$ cat src/rtl/uart_tx_fifo.sv
// uart_tx_fifo: circular byte FIFO feeding uart_top's dintx/send handshake.
// Bytes are queued from the system side and presented one at a time. The next
// byte waits for donetx and then for one extra GAP cycle.
module uart_tx_fifo #(
  parameter int unsigned DEPTH      = 16,
  parameter int unsigned DATA_WIDTH = 8
) (
  input  logic                    clk,
  input  logic                    rst,
  input  logic [DATA_WIDTH-1:0]   wr_data,
  input  logic                    wr_en,
  output logic                    full,
  output logic                    empty,
  output logic [$clog2(DEPTH):0]  count,
  output logic                    overflow,
  output logic                    busy,
  output logic [DATA_WIDTH-1:0]   dintx,
  output logic                    send,
  input  logic                    donetx
);

  localparam int unsigned PTR_W = $clog2(DEPTH);
  localparam int unsigned CNT_W = PTR_W + 1;

  typedef enum logic [1:0] {
    IDLE = 2'd0,
    SEND = 2'd1,
    GAP  = 2'd2
  } state_e;

  logic [DATA_WIDTH-1:0] mem_q [DEPTH];

  logic [PTR_W-1:0]      wr_ptr_q,   wr_ptr_d;
  logic [PTR_W-1:0]      rd_ptr_q,   rd_ptr_d;
  logic [CNT_W-1:0]      count_q,    count_d;
  logic                  full_q,     full_d;
  logic                  empty_q,    empty_d;
  logic                  overflow_q, overflow_d;
  state_e                state_q,    state_d;
  logic                  send_q,     send_d;
  logic                  busy_q,     busy_d;
  logic [DATA_WIDTH-1:0] dintx_q,    dintx_d;

  logic                  wr_accept;
  logic                  pop;

  // Next-state logic for pointers, occupancy flags and the transmit FSM.
  // full/empty come from the registered count, so a write that arrives while
  // full is dropped even when a pop happens on the same edge.
  always_comb begin
    wr_ptr_d   = wr_ptr_q;
    rd_ptr_d   = rd_ptr_q;
    state_d    = state_q;
    dintx_d    = dintx_q;
    pop        = 1'b0;
    wr_accept  = wr_en && !full_q;
    overflow_d = wr_en && full_q;

    case (state_q)
      IDLE: begin
        if (!empty_q) begin
          pop     = 1'b1;
          dintx_d = mem_q[rd_ptr_q];
          state_d = SEND;
        end
      end
      SEND: begin
        if (donetx) begin
          state_d = GAP;
        end
      end
      GAP: begin
        state_d = IDLE;
      end
      default: begin
        state_d = IDLE;
      end
    endcase

    if (wr_accept) begin
      wr_ptr_d = wr_ptr_q + PTR_W'(1);
    end
    if (pop) begin
      rd_ptr_d = rd_ptr_q + PTR_W'(1);
    end

    count_d = count_q + CNT_W'(wr_accept) - CNT_W'(pop);
    full_d  = (count_d == CNT_W'(DEPTH));
    empty_d = (count_d == '0);
    send_d  = (state_d == SEND);
    busy_d  = (state_d != IDLE);
  end

  // Storage array; needs no reset because the pointers alone define validity.
  always_ff @(posedge clk) begin
    if (wr_accept) begin
      mem_q[wr_ptr_q] <= wr_data;
    end
  end

  // Control, status and FSM registers with synchronous active-high reset.
  always_ff @(posedge clk) begin
    if (rst) begin
      wr_ptr_q   <= '0;
      rd_ptr_q   <= '0;
      count_q    <= '0;
      full_q     <= 1'b0;
      empty_q    <= 1'b1;
      overflow_q <= 1'b0;
      state_q    <= IDLE;
      send_q     <= 1'b0;
      busy_q     <= 1'b0;
      dintx_q    <= '0;
    end else begin
      wr_ptr_q   <= wr_ptr_d;
      rd_ptr_q   <= rd_ptr_d;
      count_q    <= count_d;
      full_q     <= full_d;
      empty_q    <= empty_d;
      overflow_q <= overflow_d;
      state_q    <= state_d;
      send_q     <= send_d;
      busy_q     <= busy_d;
      dintx_q    <= dintx_d;
    end
  end

  assign full     = full_q;
  assign empty    = empty_q;
  assign count    = count_q;
  assign overflow = overflow_q;
  assign busy     = busy_q;
  assign dintx    = dintx_q;
  assign send     = send_q;

endmodule

$ cat config.mk
export PLATFORM = sky130hd
export DESIGN_NAME = uart_tx_fifo
export DESIGN_NICKNAME = d
export VERILOG_FILES = /design/src/rtl/uart_tx_fifo.sv
export SDC_FILE = /design/constraint.sdc
export NUM_CORES = 1
export LEC_CHECK = 0
export BUFFER_PORTS_ARGS = -buffer_cell sky130_fd_sc_hd__buf_2
export CAP_MARGIN = 20
export CORE_UTILIZATION = 40
export DETAILED_ROUTE_END_ITERATION = 16
export MAX_ROUTING_LAYER = met4
export PLACE_DENSITY = 0.65
export SLEW_MARGIN = 25
export SYNTH_ARGS = -nofsm -noshare
export SYNTH_HDL_FRONTEND = slang
export SYNTH_SLANG_ARGS = --single-unit
$ cat constraint.sdc
create_clock -name clk -period 2.9 [get_ports clk]
set_input_delay 0.145 -clock clk [delete_from_list [all_inputs] [get_ports clk]]
set_output_delay 0.145 -clock clk [all_outputs]
set_load 0.005 [all_outputs]
* Word-level counts from Yosys, hierarchy flattened
Memories as Yosys holds them, arrays and structs flattened. A register that Yosys moved wholly into a read port is not among the register bits.
Cells that the tools add are included.
** Word-level totals
- Output and inout bits :: 18
- Memories kept :: 1
- RAM bits :: 128
- Input bits :: 12
- Bits in registers :: 20
- Logic and storage cells :: 32
- Bits in latches :: 0
- ROM bits :: 0
** Memory list
- mem_q :: depth 16, bits a word 8, rd ports 1, clocked after memory_dff 1, write ports 1, line 31 : logic [DATA_WIDTH-1:0] mem_q [DEPTH];
** Cells by class
- Equal/unequal tests :: 3
- Muxes and demuxes :: 7
- Multiply operators :: 0
- Order comparisons :: 0
- Shift-type cells :: 0
- Reductions and logical operators :: 7
- Add/sub/neg operators :: 4
- Bitwise operators :: 1
- Divide/modulo/power cells :: 0
** Operator list (number)
- $add 4x1->4 const B :: 2
- $add 5x1->5 :: 1
- $eq 5x5->1 const B :: 1
- $logic_not 5->1 :: 1
- $sub 5x1->5 :: 1
- $eq 2x1->1 const B :: 2
- $mux 1 :: 4
- $mux 2 :: 2
- $pmux 2 s2 :: 1
- $logic_and 1x1->1 :: 2
- $logic_not 2->1 :: 1
- $reduce_and 2->1 :: 1
- $reduce_bool 2->1 :: 1
- $logic_not 1->1 :: 1
- $not 1->1 :: 1

* Longest topological paths before layout
- Depth in word-level cells :: 5
- Mapped depth :: 12
- Gate-level depth less buffers :: 11

* Worst setup path after synthesis
No wires, ideal clock.
- Path kind :: register to register
- From :: reg state_q[1]
- To :: reg full_q (netlist: full)
- Setup slack :: 0.093 ns
- Path buffers :: 1
- Data required time :: 2.786 ns
- Setup time :: 0.114 ns
- Stages on the path, launching flop included :: 12
- Clock period less this slack :: 2.807 ns
- Data arrival time :: 2.693 ns
- Path through :: dfxtp_1 -> or3_1 -> buf_2 -> inv_1 -> ha_1 -> inv_1 -> ha_1 -> inv_1 -> fa_1 -> xnor2_1 -> or3b_2 -> a2111oi_0
** On the way
- Longest elaborated chain between the ends :: 4
** RTL lines
- start: declaration :: line 39 : state_e state_q, state_d;
- start signal: assignment :: line 121 : state_q <= state_d;
- $logic_not 2->1 :: line 59 : case (state_q)
- $mux 1 :: line 59
- net pop :: line 45 : logic pop;
- $sub 5x1->5 :: line 87 : count_d = count_q + CNT_W'(wr_accept) - CNT_W'(pop);
- $eq 5x5->1 :: line 88 : full_d = (count_d == CNT_W'(DEPTH));
- end signal: assignment :: line 118 : full_q <= full_d;
- end: declaration :: line 36 : logic full_q, full_d;
The timed path passes the listed nets, and every way through them passes these cells.
A chain may end at the register's enable or synchronous reset.

* Worst setup path in the final report
Ends and elaborated chain as after synthesis.

==> impl_results.md <==
- Status: completed
- TritonCTS Sinks: 156
- CP delay by family, top: simple AND/OR/NAND/NOR gates
- Post-route DRC: 0
- Syn-to-layout area delta: 17.42%
- Ant diodes: 0
- Post-synth top flop: edfxtp_1
- Critical-path cell with the highest stage delay: or3b_4
- Crit path cell chain: or3_1 > inv_1 > ha_1 > inv_1 > ha_1 > inv_1 > fa_1 > xnor2_1 > or3b_4 > a2111oi_4
- Fillers: 1265
- Buf/Inv on CP: 3
- Period utilization: between 90 and 100%
- Yosys top cell area share: 62.10%
- Worst setup path class: register to register
- Vias in the first global route: about 3100
- Most common cell in the netlist: edfxtp_1
- Clk Latency, worst-skew pair: 430 ps
- Final Hold Fails: 0
- Io pins: 30
- Detailed Route WL: between 10000 and 15000 um
- Pwr Density: between 800 and 900 mW/mm2
- Synth area leaders: edfxtp_1 62%, dfxtp_1 9.1%, mux4_1 8.5%
- VDD IR max: 0.0004705 V
- Final instance area: a little over 0.007 mm2
- Cts bufs inserted: 17
- Worst hold path type: input port to register
- CP most frequent cell: inv_1
- Initial drt markers: between 200 and 300
- Clk_skew: approximately 12 ps
- Min Tclk post-route: around 2800 ps
- Slew headroom: around 40%
- Port bufs: 29
- Worst Setup End Kind: register
- Initial antenna violation count: 0
- Row cnt: 45
- Root Driver: clkbuf_16
- Startpoint Class: register
- Grt ovf: 0
- Clock transition at path regs: 60 ps
- Global-route wire length before repair: 18270 um
- Wire per inst: 20.09 um
- Core area: 0.01515 mm2
- Avg Inst Size Synth: between 15 and 20 um2
- Vias/cell: between 5 and 6
- Die Height: between 100 and 150 um
- Crit path DAT: about 3100 ps
- Lkg Pwr: around 2.5 nW
- Hpwl dp: around 7200 um
- Synth cell types: 35
- Share of layout cells above drive strength 1: 26.30%
- Post-synthesis sequential area ratio: a little under three quarters
- Top cells by count, synth: 128 x edfxtp_1, 28 x dfxtp_1, 24 x nor2_1
- Worst R2R Setup Slack: slightly above 100 ps
- Crit path required time: around 3200 ps
- Area of the multi-input gates: 0.001670 mm2
- Total routing usage reported by global routing: between 15 and 20%
- NumNets Final: 413
- F_max: 357.6 MHz
- Die Span X: 126.4 um
- Post-synth EDFFs: between 100 and 150
- RD Place Congestion: about 0.77
- Register Area: 0.004405 mm2
- Asr flop ratio synth: 0%
- H-tree depth: 4
- Largest area contributor in the netlist: edfxtp_1
- Least-Margin Pin Slew: around 900 ps
- Max_cap viols: 0
- Initial Util: 40.87%
- Final setup viols: 0
- Max Buffers Root-to-Sink: 2
- Synthesized area: approximately 0.0062 mm2
- Worst-path maximum fanout: 5
- Placed cell areas: about 0.0066 mm2
- Max incr delay on CP: just over 400 ps
- Antenna viol nets, final: 0
- DR vias: approximately 3100
- CTS tree: yes
- Post-synthesis sequential element count: 156
- Total power: between 0.006 and 0.007 W
- DRT Pass-1 Iters: 7
- Yosys Warn Count: 0
- Die area: ~0.016 mm2
- Max-slew violations: 0
- Syn_nets: ~360
- Largest net degree at the start of global routing: 33
- Mapped Cells: 334
[path summary, 6_finish.rpt]
kind,start,endpoint,cells past startpoint
worst min-delay path,wr_data[7],mem_q[7][7],1
worst max-delay path,state_q[1],full,10
worst min register to register,full,overflow,2
worst max register to register,state_q[1],full,10
[layout make-up]
| type | count | area share (%) |
|---|---|---|
| clock buffers | 28 | 7.678 |
| clock inverters | 4 | 0.3271 |
| inverters | 10 | 0.5164 |
| multi-input cells | 151 | 22.98 |
| flip-flops and latches | 156 | 60.61 |
| well taps | 188 | 3.236 |
| repair buffers | 54 | 4.648 |
[repair_timing]
item,CTS,global route
hold buffers,2,0
gates resized for setup,0,4
setup buffers,0,0
hold endpoints to repair,3,0
endpoints found under the setup margin,0,1
[metal layers]
| layer | up-vias | GRT usage (%) | part of all wire (%) |
|---|---|---|---|
| met5 | - | - | 0 |
| met4 | 0 | 7.300 | 2.1 |
| met3 | 24 | 3.880 | 4.6 |
| met2 | 66 | 25.12 | 48 |
| met1 | 1568 | 21.31 | 46 |
| li1 | 1440 | - | - |
[worst reg2reg max path, cell delays in order, from the launching register on]
cell,delay [ps]
dfxtp_1,350
or3_1,400
inv_1,100
ha_1,230
inv_1,60
ha_1,150
inv_1,50
fa_1,400
xnor2_1,190
or3b_4,410
a2111oi_4,350
[flip-flops by register name, indices dropped and copies added, names as in the netlist]
| name | count |
|---|---|
| count | 5 |
| send | 1 |
| rd_ptr_q | 4 |
| dintx | 8 |
| wr_ptr_q | 4 |
| state_q | 2 |
| full | 1 |
| overflow | 1 |
| busy | 1 |
| empty | 1 |
| mem_q | 128 |
[stage by stage]
stage               instances  hold slack [ps]  setup WS (ps)  util [%]  setup TNS (ps)
detailed placement        557            379.5          71.36     43.87               0
global placement          557            380.1          86.46     43.87               0
floorplan                 334            243.9          92.99         -               0
CTS                       591            90.29          17.66     47.85               0
finish                    591            103.1          103.3     47.99               0
global route              591            102.1         -21.28     47.99          -21.28
[cell families after synthesis]
logic type,share of synthesized area (%)
AO/OA/AOI/OAI,3.012
XOR/XNOR,1.415
adder cells (fa/ha/maj),2.345
buffers and inverters,2.203
flip-flops,71.15
multiplexers,15.61
AND/OR/NAND/NOR,4.265
[placed cells by master, fill, tap and decap left out, types with 2 or more instances in the layout]
master           n
a2111oi_0        2
a21oi_1          4
a22oi_1          8
buf_2           29
buf_4           23
clkbuf_1         3
clkbuf_16       18
clkbuf_8         7
clkinv_2         2
dfxtp_1         27
dlygate4sd3_1    2
edfxtp_1       128
ha_1            10
inv_1           10
mux2_2           8
mux2i_1          8
mux4_1          20
mux4_2          12
nand2_1         10
nand2b_1         2
nor2_1          24
nor2b_1          5
nor3_1           5
o22ai_1          8
or3_1            2
xnor2_1          4
xor2_1           6
[where the power goes]
| part | internal [W] | leakage, nW | switching (W) | total [W] |
|---|---|---|---|---|
| Sequential | 0.00259 | 1.39 | 0.000130 | 0.00272 |
| Clock | 0.00130 | 0.288 | 0.000820 | 0.00212 |
| Combinational | 0.000693 | 0.824 | 0.000690 | 0.00138 |
No activity file was read; power rests on OpenSTA's default activity.
